### config.mk
export PLATFORM = sky130hd
export DESIGN_NAME = reg_scoreboard_flat
export DESIGN_NICKNAME = d
export VERILOG_FILES = /design/src/rtl/reg_scoreboard_pkg.sv /design/src/rtl/reg_scoreboard_if.sv /design/src/rtl/reg_scoreboard_sb_counter.sv /design/src/rtl/reg_scoreboard.sv /design/src/flat_wrapper.sv
export SDC_FILE = /design/constraint.sdc
export NUM_CORES = 1
export LEC_CHECK = 0
export CAP_MARGIN = 20
export CELL_PAD_IN_SITES_DETAIL_PLACEMENT = 0
export CELL_PAD_IN_SITES_GLOBAL_PLACEMENT = 1
export CORE_MARGIN = 2
export CORE_UTILIZATION = 35
export DETAILED_ROUTE_END_ITERATION = 10
export GPL_TIMING_DRIVEN = 1
export PLACE_DENSITY_LB_ADDON = 0.1
export SYNTH_ARGS = -nofsm -noshare
export SYNTH_HDL_FRONTEND = slang
export SYNTH_SLANG_ARGS = --single-unit
export TNS_END_PERCENT = 1
### constraint.sdc
create_clock -name clk_i -period 4.1 [get_ports clk_i]
set_input_delay 0.82 -clock clk_i [delete_from_list [all_inputs] [get_ports clk_i]]
set_output_delay 0.82 -clock clk_i [all_outputs]
set_load 0.1 [all_outputs]
### src/rtl/reg_scoreboard_pkg.sv
// Shared constants and types for the long-latency register scoreboard.
package reg_scoreboard_pkg;

    localparam int SB_NUM_REGS = 32;
    localparam int SB_CNT_W    = 2;
    localparam int REG_ADDR_W  = 5;

    typedef struct packed {
        logic                  valid;
        logic                  we;
        logic                  long_op;
        logic [REG_ADDR_W-1:0] rd;
    } sb_issue_s;

    // A request only needs tracking when it is a long op writing a real register.
    function automatic logic is_tracked(input sb_issue_s req);
        return req.valid && req.we && req.long_op && (req.rd != '0);
    endfunction

endpackage

### src/rtl/reg_scoreboard_if.sv
// Issue / operand / writeback bundle between the pipeline and the scoreboard.
interface reg_scoreboard_if
    import reg_scoreboard_pkg::*;
#(
    parameter int NUM_REGS = SB_NUM_REGS
);
    logic                  issue_valid_i;
    logic                  issue_we_i;
    logic                  issue_long_i;
    logic [REG_ADDR_W-1:0] issue_rd_i;
    logic [REG_ADDR_W-1:0] id_rs1_i;
    logic [REG_ADDR_W-1:0] id_rs2_i;
    logic                  id_rs1_used_i;
    logic                  id_rs2_used_i;
    logic                  flush_i;
    logic                  wb_valid_i;
    logic [REG_ADDR_W-1:0] wb_rd_i;
    logic                  stall_o;
    logic                  issue_fire_o;
    logic [NUM_REGS-1:0]   pending_o;
    logic                  err_o;

    modport master (
        output issue_valid_i, issue_we_i, issue_long_i, issue_rd_i,
        output id_rs1_i, id_rs2_i, id_rs1_used_i, id_rs2_used_i,
        output flush_i, wb_valid_i, wb_rd_i,
        input  stall_o, issue_fire_o, pending_o, err_o
    );

    modport slave (
        input  issue_valid_i, issue_we_i, issue_long_i, issue_rd_i,
        input  id_rs1_i, id_rs2_i, id_rs1_used_i, id_rs2_used_i,
        input  flush_i, wb_valid_i, wb_rd_i,
        output stall_o, issue_fire_o, pending_o, err_o
    );
endinterface

### src/rtl/reg_scoreboard_sb_counter.sv
// Per-register saturating up/down in-flight counter with underflow flag.
module sb_counter #(
    parameter int CNT_W = 2
) (
    input  logic             clk,
    input  logic             rst,
    input  logic             inc,
    input  logic             dec,
    output logic [CNT_W-1:0] cnt,
    output logic             underflow
);
    localparam logic [CNT_W-1:0] CNT_MAX = '1;

    logic [CNT_W-1:0] cnt_reg;

    always_ff @(posedge clk or posedge rst) begin
        if (rst) begin
            cnt_reg <= '0;
        end else begin
            case ({inc, dec})
                2'b10: if (cnt_reg != CNT_MAX) cnt_reg <= cnt_reg + CNT_W'(1);
                2'b01: if (cnt_reg != '0)      cnt_reg <= cnt_reg - CNT_W'(1);
                default: ;
            endcase
        end
    end

    assign cnt       = cnt_reg;
    // Simultaneous inc/dec nets out, so only a lone decrement can underflow.
    assign underflow = dec && !inc && (cnt_reg == '0);
endmodule

### src/rtl/reg_scoreboard.sv
// Long-latency destination scoreboard driving the ID-stage stall.
// SB_WB_BYPASS_EN: a source whose last in-flight write retires this cycle does not stall.
module reg_scoreboard
    import reg_scoreboard_pkg::*;
#(
    parameter int NUM_REGS = SB_NUM_REGS,
    parameter int CNT_W    = SB_CNT_W
) (
    input  logic              clk_i,
    input  logic              rst_i,
    reg_scoreboard_if.slave   sb
);
    localparam logic [CNT_W-1:0] CNT_MAX = '1;

    logic [CNT_W-1:0]    cnt [NUM_REGS];
    logic [NUM_REGS-1:1] underflow;
    logic [NUM_REGS-1:0] pending;
    logic                err_reg;
    sb_issue_s           issue;
    logic                track_req;
    logic                inc_fire;
    logic                rs1_byp;
    logic                rs2_byp;
    logic                stall;

    assign issue     = '{valid:   sb.issue_valid_i,
                         we:      sb.issue_we_i,
                         long_op: sb.issue_long_i,
                         rd:      sb.issue_rd_i};
    assign track_req = is_tracked(issue);
    assign inc_fire  = track_req && sb.issue_fire_o;

    assign cnt[0]     = '0;
    assign pending[0] = 1'b0;

    generate
        for (genvar gi = 1; gi < NUM_REGS; gi++) begin : g_cnt
            sb_counter #(.CNT_W(CNT_W)) u_cnt (
                .clk       (clk_i),
                .rst       (rst_i),
                .inc       (inc_fire && (sb.issue_rd_i == REG_ADDR_W'(gi))),
                .dec       (sb.wb_valid_i && (sb.wb_rd_i == REG_ADDR_W'(gi))),
                .cnt       (cnt[gi]),
                .underflow (underflow[gi])
            );
            assign pending[gi] = (cnt[gi] != '0);
        end
    endgenerate

`ifdef SB_WB_BYPASS_EN
    // The retiring value is forwarded, so the last outstanding write no longer blocks.
    assign rs1_byp = sb.wb_valid_i && (sb.wb_rd_i == sb.id_rs1_i) && (cnt[sb.id_rs1_i] == CNT_W'(1));
    assign rs2_byp = sb.wb_valid_i && (sb.wb_rd_i == sb.id_rs2_i) && (cnt[sb.id_rs2_i] == CNT_W'(1));
`else
    assign rs1_byp = 1'b0;
    assign rs2_byp = 1'b0;
`endif

    always_comb begin
        stall = 1'b0;
        if (sb.id_rs1_used_i && (sb.id_rs1_i != '0) && (cnt[sb.id_rs1_i] != '0) && !rs1_byp)
            stall = 1'b1;
        if (sb.id_rs2_used_i && (sb.id_rs2_i != '0) && (cnt[sb.id_rs2_i] != '0) && !rs2_byp)
            stall = 1'b1;
        // A saturated counter cannot record another in-flight write.
        if (track_req && (cnt[sb.issue_rd_i] == CNT_MAX))
            stall = 1'b1;
    end

    always_ff @(posedge clk_i or posedge rst_i) begin
        if (rst_i)           err_reg <= 1'b0;
        else if (|underflow) err_reg <= 1'b1;
    end

    assign sb.stall_o      = stall;
    assign sb.issue_fire_o = sb.issue_valid_i && !stall && !sb.flush_i;
    assign sb.pending_o    = pending;
    assign sb.err_o        = err_reg;
endmodule

### src/flat_wrapper.sv
// flat-port wrapper written by rule: the top's interface ports become plain ports
module reg_scoreboard_flat import reg_scoreboard_pkg::*;
#(
    parameter int NUM_REGS = SB_NUM_REGS,
    parameter int CNT_W    = SB_CNT_W
)
  (clk_i, rst_i, sb_issue_valid_i, sb_issue_we_i, sb_issue_long_i, sb_issue_rd_i, sb_id_rs1_i, sb_id_rs2_i, sb_id_rs1_used_i, sb_id_rs2_used_i, sb_flush_i, sb_wb_valid_i, sb_wb_rd_i, sb_stall_o, sb_issue_fire_o, sb_pending_o, sb_err_o);
  reg_scoreboard_if #(.NUM_REGS(NUM_REGS)) sb_i ();
  input  logic clk_i;
  input  logic rst_i;
  input wire logic [$bits(sb_i.issue_valid_i)-1:0] sb_issue_valid_i;
  input wire logic [$bits(sb_i.issue_we_i)-1:0] sb_issue_we_i;
  input wire logic [$bits(sb_i.issue_long_i)-1:0] sb_issue_long_i;
  input wire logic [$bits(sb_i.issue_rd_i)-1:0] sb_issue_rd_i;
  input wire logic [$bits(sb_i.id_rs1_i)-1:0] sb_id_rs1_i;
  input wire logic [$bits(sb_i.id_rs2_i)-1:0] sb_id_rs2_i;
  input wire logic [$bits(sb_i.id_rs1_used_i)-1:0] sb_id_rs1_used_i;
  input wire logic [$bits(sb_i.id_rs2_used_i)-1:0] sb_id_rs2_used_i;
  input wire logic [$bits(sb_i.flush_i)-1:0] sb_flush_i;
  input wire logic [$bits(sb_i.wb_valid_i)-1:0] sb_wb_valid_i;
  input wire logic [$bits(sb_i.wb_rd_i)-1:0] sb_wb_rd_i;
  output wire logic [$bits(sb_i.stall_o)-1:0] sb_stall_o;
  output wire logic [$bits(sb_i.issue_fire_o)-1:0] sb_issue_fire_o;
  output wire logic [$bits(sb_i.pending_o)-1:0] sb_pending_o;
  output wire logic [$bits(sb_i.err_o)-1:0] sb_err_o;
  assign sb_i.issue_valid_i = sb_issue_valid_i;
  assign sb_i.issue_we_i = sb_issue_we_i;
  assign sb_i.issue_long_i = sb_issue_long_i;
  assign sb_i.issue_rd_i = sb_issue_rd_i;
  assign sb_i.id_rs1_i = sb_id_rs1_i;
  assign sb_i.id_rs2_i = sb_id_rs2_i;
  assign sb_i.id_rs1_used_i = sb_id_rs1_used_i;
  assign sb_i.id_rs2_used_i = sb_id_rs2_used_i;
  assign sb_i.flush_i = sb_flush_i;
  assign sb_i.wb_valid_i = sb_wb_valid_i;
  assign sb_i.wb_rd_i = sb_wb_rd_i;
  assign sb_stall_o = sb_i.stall_o;
  assign sb_issue_fire_o = sb_i.issue_fire_o;
  assign sb_pending_o = sb_i.pending_o;
  assign sb_err_o = sb_i.err_o;
  reg_scoreboard #(.NUM_REGS(NUM_REGS), .CNT_W(CNT_W)) u_core (.clk_i(clk_i), .rst_i(rst_i), .sb(sb_i));
endmodule
Word level (Yosys, flattened, before mapping)
Index checks and enable logic that the tools add are counted.
W data, S select, Z words.
- bits of input ports: 29
- word-level logic and storage cells: 721
- bits in writable memories: 0
- memories kept: 0
- bits in read-only memories: 0
- bits in latches: 0
- output and inout port bits: 35
- register bits: 63
- divide/modulo/power cells: 0
- magnitude comparators: 3
- bitwise operators: 3
- $add $sub $neg: 62
- equality and inequality tests: 218
- multipliers: 0
- shift-type cells: 0
- multiplexer cells: 105
- reduce and logical (&&, ||, !) cells: 298
- operators with widths (operator ; count):
    $ne A2 B2 Y1 const B ; 93
    $eq A5 B5 Y1 const B ; 32
    $mux W2 ; 68
    $logic_and A1 B1 Y1 ; 135
    $reduce_bool A2 Y1 ; 64
    $pmux W2 S2 ; 31
    $reduce_and A3 Y1 ; 31
    $eq A5 B4 Y1 const B ; 16
    $eq A2 B2 Y1 const B ; 32
    $add A2 B1 Y2 const B ; 31
    $eq A2 B1 Y1 const B ; 31
    $logic_not A2 Y1 ; 31
    $sub A2 B1 Y2 const B ; 31
    $eq A5 B3 Y1 const B ; 8
    $logic_not A1 Y1 ; 33
    $reduce_or A31 Y1 ; 1
    $bmux W2 S5 ; 3
    $eq A5 B2 Y1 const B ; 4
    $ge A6 B6 Y1 const B ; 3
    $not A5 Y6 ; 3
    $reduce_bool A5 Y1 ; 3
    $eq A5 B1 Y1 const B ; 2
    $mux W1 ; 3

Logic depth before layout (Yosys ltp)
Gate-level depths: netlist of run 1.
- word-level depth: 18
- gate-level depth with buffers: 16
- mapped depth without buffers: 13

By module
A second synthesis of run 1 with hierarchy kept.
- cell total of the unflattened synthesis: 719
- area, all modules: 5865.6 sq um
- modules (own cells, without submodules) (module ; area an instance (sq um) ; cells each ; seq. area each (sq um) ; instances):
    sb_counter ; 122.6 ; 14 ; 50.0 ; 31
    reg_scoreboard ; 2064.5 ; 285 ; 25.0 ; 1

Worst setup path before layout of run 1
OpenSTA, ideal clock, no wires.
- path kind: in2out
- start point: input sb_issue_rd_i[1]
- end point: output sb_issue_fire_o
- data required time: 3.280 ns
- path slack: -1.461 ns
- data arrival time: 4.741 ns
- stages on the path: 8
- path through: buf_2 -> mux4_2 -> mux4_2 -> a32oi_1 -> nand4_2 -> buf_2 -> buf_2 -> nor3_1
- cells in the longest elaborated chain, start to end: 10
- elaborated cells on any way between the ends: 12
- classes of those cells: 1 x eq/ne; 4 x mux; 1 x bitwise; 6 x reduce/logical
- ends and longest elaborated chain (item ; line ; source):
    start, declared ; flat_wrapper.sv:14 ; input wire logic [$bits(sb_i.issue_rd_i)-1:0] sb_issue_rd_i;
    $not A5 Y6 (not written as such) ; reg_scoreboard.sv:66 ; if (track_req && (cnt[sb.issue_rd_i] == CNT_MAX))
    $bmux W2 S5 ; reg_scoreboard.sv:66 ;
    $mux W2 (not written as such) (2 in series) ; reg_scoreboard.sv:66 ;
    $eq A2 B2 Y1 ; reg_scoreboard.sv:66 ;
    $logic_and A1 B1 Y1 (*) ; reg_scoreboard.sv:66 ;
    $mux W1 (*) ; reg_scoreboard.sv:66 ;
    $logic_not A1 Y1 (*) ; reg_scoreboard.sv:76 ; assign sb.issue_fire_o = sb.issue_valid_i && !stall && !sb.flush_i;
    $logic_and A1 B1 Y1 (*) (2 in series) ; reg_scoreboard.sv:76 ;
    end, declared ; flat_wrapper.sv:23 ; output wire logic [$bits(sb_i.issue_fire_o)-1:0] sb_issue_fire_o;
Every way passes the cells marked *; elsewhere a longest branch is shown, timed or not. The select of a mux whose other input is x is not followed.

Worst setup path in the final report of run 1
- start point: input sb_issue_rd_i[1]
- end point: register u_core.err_reg (netlist: u_core.sb.err_o)
- cells in the longest elaborated chain, start to end: 16
- elaborated cells on any way between the ends: 169
- classes of those cells: 32 x eq/ne; 4 x mux; 1 x bitwise; 132 x reduce/logical
- ends and longest elaborated chain (item ; line ; source):
    $not A5 Y6 (not written as such) ; reg_scoreboard.sv:66 ;
    $bmux W2 S5 ; reg_scoreboard.sv:66 ;
    $mux W2 (not written as such) (2 in series) ; reg_scoreboard.sv:66 ;
    $eq A2 B2 Y1 ; reg_scoreboard.sv:66 ;
    $logic_and A1 B1 Y1 ; reg_scoreboard.sv:66 ;
    $mux W1 ; reg_scoreboard.sv:66 ;
    $logic_not A1 Y1 ; reg_scoreboard.sv:76 ;
    $logic_and A1 B1 Y1 (2 in series) ; reg_scoreboard.sv:76 ;
    $logic_and A1 B1 Y1 ; reg_scoreboard.sv:31 ; assign inc_fire = track_req && sb.issue_fire_o;
    $logic_and A1 B1 Y1 ; reg_scoreboard.sv:41 ; .inc (inc_fire && (sb.issue_rd_i == REG_ADDR_W'(gi))),
    $logic_not A1 Y1 ; reg_scoreboard_sb_counter.sv:30 ; assign underflow = dec && !inc && (cnt_reg == '0);
    $logic_and A1 B1 Y1 (2 in series) ; reg_scoreboard_sb_counter.sv:30 ;
    $reduce_or A31 Y1 (*) ; reg_scoreboard.sv:72 ; else if (|underflow) err_reg <= 1'b1;
    end signal, assigned ; reg_scoreboard.sv:71 ; if (rst_i) err_reg <= 1'b0;
    end signal, assigned ; reg_scoreboard.sv:72 ;
    end, declared ; reg_scoreboard.sv:18 ; logic err_reg;
Marks and branches as above.
A chain may end at the register's enable or synchronous reset.

==> impl_metrics.json, run 1 <==
{
  "synth_common_cells": "130 x nor2_1, 86 x inv_1, 63 x dfrtp_1",
  "cts_tree": "done",
  "finalCriticalPeriod_ps": 4140,
  "io_buffers": 62,
  "synth_ff_type": "dfrtp_1",
  "clock_latency_ps": 350,
  "fin_crit_sh_pct": 101,
  "ys_ff_latch": 63,
  "yosysWarnings": 0,
  "cp-start-kind": "primary input",
  "drive_above_1_share_pct": 23.8,
  "start_util_pct": 36.0,
  "syn-num-nets": 965,
  "synth-simple-area-share_pct": 30.1,
  "cts_root_buffer": "clkbuf_16",
  "htreeDepth": 3,
  "maxSlewViolCount": 0,
  "gp_congestion": 0.951,
  "final.fill_count": 1757,
  "ff2ff_setup_slack_ps": -20,
  "reg2reg_from": "u_core.g_cnt[16].u_cnt.cnt[1]$_DFFE_PP0P_",
  "maxCapViolations": 0,
  "rows": 49,
  "dpl.hpwl_um": 21900,
  "max_slew_margin_pct": 34.0,
  "area_delta_synth_final_pct": 43.9,
  "crit_type": "in2reg",
  "routed_via_density": 5.80,
  "async_flop_share_pct": 100,
  "routed.top_layer": "met4",
  "cts_buffer_depth": 2,
  "path_clk_slew_ps": 60,
  "path_cells": "buf_12 > mux4_2 > mux4_2 > a32oi_4 > nand4_4 > bufbuf_16 > or4_1 > ha_2 > a22oi_2 > nand3_2 > or4_1",
  "grt_pass1_vias": 7304,
  "wire_per_inst_um": 21.5,
  "globalRouteTotalUtil_pct": 28.6,
  "synth_cell_types": 45,
  "synth_edf_count": 0,
  "postCtsHoldBufs": 0,
  "status": "finished, violations left",
  "seq_area_frac_synth_pct": 24.1,
  "die_h_um": 141,
  "syn_inst": 874,
  "wl_um": 28200,
  "syn_avg_cell_area_um2": 7.47,
  "numCtsBuffers": 9,
  "synth_top_family_by_area": "simple AND/OR/NAND/NOR gates",
  "vias": 7598,
  "drt.antenna.violating_nets": 0,
  "whs_path_depth": 1,
  "irDropWorstVdd_uv": 231,
  "min_to": "u_core.g_cnt[13].u_cnt.cnt[0]$_DFFE_PP0P_",
  "final_nets": 1168,
  "synth_top_area_cell": "dfrtp_1",
  "grt_pass1_wl_um": 42400,
  "largest_reg_flops": 62,
  "path_buf_inv": 2,
  "antenna_found_initial": 0,
  "grt_max_degree": 64,
  "tightestPinTransition_ps": 986,
  "synth_top_cells_by_area": "dfrtp_1 24%, ha_1 12%, nor2_1 7.5%",
  "finalSetupViolCount": 1,
  "synthAdderAreaFrac_pct": 11.9,
  "max_freq_mhz": 242,
  "r2r_cells": 11,
  "cts_sinks": 63,
  "rr_endpoint": "u_core.sb.err_o$_DFFE_PP0P_",
  "crit_arrival_ps": 4350,
  "grt_overflow": 0,
  "p_total_mw": 3.81,
  "dieArea_um2": 19800,
  "ios": 64,
  "place_ws_ps": -1080,
  "hold_viol": 0,
  "hp-class": "reg2reg",
  "syn-cell-area_um2": 6530,
  "synth-compound-area-share_pct": 19.1,
  "final_util_pct": 51.8,
  "chipWidth_um": 141,
  "synthMuxAreaShare_pct": 7.61,
  "path_max_fanout": 11,
  "first_iter_violations": 641,
  "multiInputGateArea_um2": 4830,
  "p_leak_nw": 3.97,
  "drt-met1-wl_um": 12400,
  "failed_checks": "setup timing",
  "slowest_delay_ps": 530,
  "required_ps": 4320,
  "skew_ps": 8.91,
  "synth_xor_area_share_pct": 0,
  "cellPowerDensity_nw_per_um2": 405,
  "regArea_um2": 1580,
  "core_area_um2": 18100,
  "cp_slowest_cell": "or4_1",
  "met2_length_um": 13100,
  "rsz0062_at_grt": "yes",
  "drc": 0,
  "yosysMostFrequentCell": "nor2_1",
  "fin_ws_ps": -35.4,
  "dr.pass1.iters": 5,
  "wl_met3_um": 2090,
  "critPathCaptureType": "flip-flop",
  "synth_top_cell_area_share_pct": 24.1,
  "critPathTopFamily": "simple AND/OR/NAND/NOR gates",
  "antenna_cells": 0,
  "min_from": "u_core.g_cnt[13].u_cnt.cnt[0]$_DFFE_PP0P_"
}
==> power breakdown <==
part	internal, mW	total, mW	switching, mW
Sequential	0.723	0.929	0.205
Combinational	0.617	1.98	1.37
Clock	0.553	0.895	0.342
Total	1.89	3.81	1.91
==> cell families after synthesis <==
family / count (synthesis)
flip-flops: 63
multiplexers: 27
AND/OR/NAND/NOR: 398
adder cells (fa/ha/maj): 62
buffers and inverters: 119
other: 1
AO/OA/AOI/OAI: 204
==> per-stage QoR <==
stage          hold WS [ps]  setup TNS [ps]  cell area (um^2)  std cells
4_1_cts                 541           -5.59              9190       1307
3_3_place_gp            519          -29300              8500       1279
3_5_place_dp            525          -32600              8500       1279
5_1_grt                 584           -69.6              9400       1311
2_1_floorplan           496            -122              6590        874
6_report                552           -35.4              9400       1311
==> worst register-to-register path: stages (launching register included) <==
cell and delay [ps]:
dfrtp_1 410, buf_4 180, mux4_2 470, mux4_2 510
a32oi_4 250, nand4_4 210, bufbuf_16 340, or4_1 540
ha_2 210, a22oi_2 230, nand3_2 130, or4_1 520
==> cell type report <==
cell class	instances	area share [%]
Clock buffer	10	2.54
Clock inverter	6	0.985
Inverter	88	3.52
Multi-Input combinational cell	693	51.5
Sequential cell	63	16.8
Tap cell	229	3.05
Timing Repair Buffer	222	21.7
==> cells in the final DEF, fill, tap and decap left out, drive strengths merged, types with 19 or more instances in the layout <==
cell           instances
nor2b                 28
buf                  162
ha                    62
nand2b                25
nor3                  38
nor2                 130
nand3                 40
clkdlybuf4s50         52
a21oi                 55
o22ai                 19
inv                   89
or4                   25
nor4                  30
dfrtp                 63
nand2                 59
o21ai                 58
==> worst max-delay path by stage <==
stage                           startpoint                          end  slack (ps)  cells past startpoint
final                     sb_issue_rd_i[1]  u_core.sb.err_o$_DFFE_PP0P_         -40                     11
after global routing      sb_issue_rd_i[1]  u_core.sb.err_o$_DFFE_PP0P_         -70                     12
after CTS                   sb_id_rs2_i[1]  u_core.sb.err_o$_DFFE_PP0P_          -6                     17
after detailed placement  sb_issue_rd_i[0]  u_core.sb.err_o$_DFFE_PP0P_       -1080                     16
after global placement    sb_issue_rd_i[0]  u_core.sb.err_o$_DFFE_PP0P_       -1030                     16
after floorplan           sb_issue_rd_i[0]              sb_issue_fire_o         -70                      8
==> layer usage <==
metal  vias to the layer above  global-route usage [%]
met4                         0                    9.00
met3                        52                    6.18
met2                       295                    46.8
met5                         -                       0
met1                      3704                    38.1
li1                       3547                       -
==> repair_timing <==
| action | CTS | global route |
|---|---|---|
| cloned | 4 | 0 |
| buffers inserted | 9 | 6 |
| pin swaps | 12 | 19 |
| gates resized for setup | 51 | 40 |
| endpoints found under the setup margin | 61 | 3 |
Note: power is estimated with default switching activity, not from simulation.
==> run 2, diff against run 1 <==
--- a/config.mk
+++ b/config.mk
@@ -9,10 +9,11 @@
 export CELL_PAD_IN_SITES_DETAIL_PLACEMENT = 0
 export CELL_PAD_IN_SITES_GLOBAL_PLACEMENT = 1
 export CORE_MARGIN = 2
-export CORE_UTILIZATION = 35
+export CORE_UTILIZATION = 43
 export DETAILED_ROUTE_END_ITERATION = 10
-export GPL_TIMING_DRIVEN = 1
+export GPL_TIMING_DRIVEN = 0
 export PLACE_DENSITY_LB_ADDON = 0.1
+export SLEW_MARGIN = 20
 export SYNTH_ARGS = -nofsm -noshare
 export SYNTH_HDL_FRONTEND = slang
 export SYNTH_SLANG_ARGS = --single-unit
==> run 2 against run 1 <==
  * The flow still finishes with violations (setup timing)
  * Wire length decreased by 8.1%
  * First-iteration DRC count increased by 5.8%
  * Global-route usage increased by 4.0 points
  * Non-clock buffer count decreased by 118
  * Worst hold slack got worse by 25 ps
  * Core utilization increased by 2.7 points
  * Clock skew decreased by 0.81 ps
  * Die area decreased by 18%
  * Critical path depth increased by 2
  * Sequential cell count unchanged
  * Critical endpoint unchanged
==> impl_metrics.json, run 2 (synthesized netlist as in run 1, its figures left out) <==
{
  "status": "finished, violations left",
  "failed_checks": "setup timing",
  "start_util_pct": 43.4,
  "drt-met1-wl_um": 11400,
  "drive_above_1_share_pct": 12.2,
  "drt.antenna.violating_nets": 0,
  "grt_max_degree": 39,
  "met2_length_um": 11300,
  "core_area_um2": 15000,
  "dieArea_um2": 16200,
  "rsz0062_at_grt": "yes",
  "maxCapViolations": 0,
  "globalRouteTotalUtil_pct": 32.6,
  "final.fill_count": 1460,
  "routed_via_density": 6.22,
  "cts_buffer_depth": 2,
  "wl_um": 25900,
  "clock_latency_ps": 350,
  "cellPowerDensity_nw_per_um2": 440,
  "dr.pass1.iters": 5,
  "finalCriticalPeriod_ps": 4280,
  "htreeDepth": 3,
  "fin_ws_ps": -179,
  "numCtsBuffers": 9,
  "io_buffers": 58,
  "finalSetupViolCount": 2,
  "tightestPinTransition_ps": 1000,
  "antenna_found_initial": 0,
  "tns_ps": -202,
  "hold_viol": 0,
  "crit_arrival_ps": 4500,
  "hp-class": "reg2reg",
  "cts_root_buffer": "clkbuf_16",
  "drc": 0,
  "wire_per_inst_um": 22.6,
  "p_total_mw": 3.60,
  "maxSlewViolCount": 0,
  "ios": 64,
  "postCtsHoldBufs": 0,
  "max_freq_mhz": 234,
  "rows": 45,
  "first_iter_violations": 678,
  "irDropWorstVdd_uv": 407,
  "cts_sinks": 63,
  "crit_type": "in2reg",
  "gp_congestion": 0.987,
  "path_max_fanout": 10,
  "required_ps": 4320,
  "layout_commonest_cell": "nor2_1",
  "cp-start-kind": "primary input",
  "reg2reg_from": "u_core.g_cnt[23].u_cnt.cnt[1]$_DFFE_PP0P_",
  "routed.top_layer": "met4",
  "layout_common_cells": "128 x nor2_1, 83 x inv_1, 63 x dfrtp_1, 57 x nand2_1, 55 x ha_1",
  "ff2ff_setup_slack_ps": -70,
  "path_clk_slew_ps": 60,
  "area_delta_synth_final_pct": 25.4,
  "startpoint": "sb_issue_rd_i[1]",
  "final_nets": 1049,
  "vias": 7150,
  "largest_reg_flops": 62,
  "grt_overflow": 0,
  "max_slew_margin_pct": 33.1,
  "min_from": "u_core.g_cnt[12].u_cnt.cnt[0]$_DFFE_PP0P_",
  "fin_crit_sh_pct": 104,
  "wl_met3_um": 2280,
  "grt_pass1_wl_um": 39600,
  "die_h_um": 127,
  "antenna_cells": 0,
  "final_util_pct": 54.5,
  "chipWidth_um": 127,
  "dpl.hpwl_um": 19800,
  "cts_tree": "done",
  "dp.cells": 1122,
  "final_cells": 1150,
  "critPathCaptureType": "flip-flop",
  "skew_ps": 8.10,
  "p_leak_nw": 3.31,
  "grt_pass1_vias": 6962
}
-- run 2: worst max-delay path: stages --
cell and delay, ps:
buf_12 110, mux4_2 520, mux4_2 530, a32oi_4 270
nand4_4 160, buf_12 180, buf_8 140, or4_4 530
ha_4 180, a22o_1 230, a221oi_2 210, nand3_1 170
or4_4 440
-- run 2: per-stage QoR --
step	worst slack, ps	hold WS, ps	area (um^2)
floorplan	-67.3	496	6590
global placement	-2700	515	7410
detailed placement	-1950	525	7440
CTS	-141	532	8130
global route	-238	574	8190
finish	-179	528	8190
-- run 2: final timing paths --
kind	cells after the start	to
worst max-delay path	13	u_core.sb.err_o$_DFFE_PP0P_
worst min-delay path	1	u_core.g_cnt[12].u_cnt.cnt[0]$_DFFE_PP0P_
worst max register to register	12	u_core.sb.err_o$_DFFE_PP0P_
worst min register to register	1	u_core.g_cnt[12].u_cnt.cnt[0]$_DFFE_PP0P_
max in group asynchronous	3	u_core.g_cnt[25].u_cnt.cnt[0]$_DFFE_PP0P_
min in group asynchronous	2	u_core.g_cnt[10].u_cnt.cnt[0]$_DFFE_PP0P_
-- run 2: power by group --
group	internal (mW)	leakage, nW	switching [mW]
combinational	0.482	2.32	1.33
sequential	0.724	0.825	0.187
clock	0.578	0.165	0.302
-- run 2: repair_timing --
item / CTS / global route
pin swaps: 10 / 6
setup endpoints to repair: 65 / 4
gates resized for setup: 79 / 18
buffers inserted: 13 / 0
-- run 2: layout make-up --
cell class	instances	area [um^2]	share of cell area (%)
multi-input cells	692	4700	57.4
clock buffers	12	267	3.26
flip-flops and latches	63	1580	19.3
plain buffers	31	268	3.27
inverters	88	333	4.07
well taps	188	235	2.87
clock inverters	3	65.1	0.795
repair buffers	73	746	9.11
-- run 2: routing by layer --
| metal | track usage (%) | vias to the layer above |
|---|---|---|
| met2 | 49.5 | 336 |
| li1 | - | 3307 |
| met1 | 44.7 | 3445 |
| met3 | 8.21 | 62 |
| met4 | 12.9 | 0 |
| met5 | 0 | - |
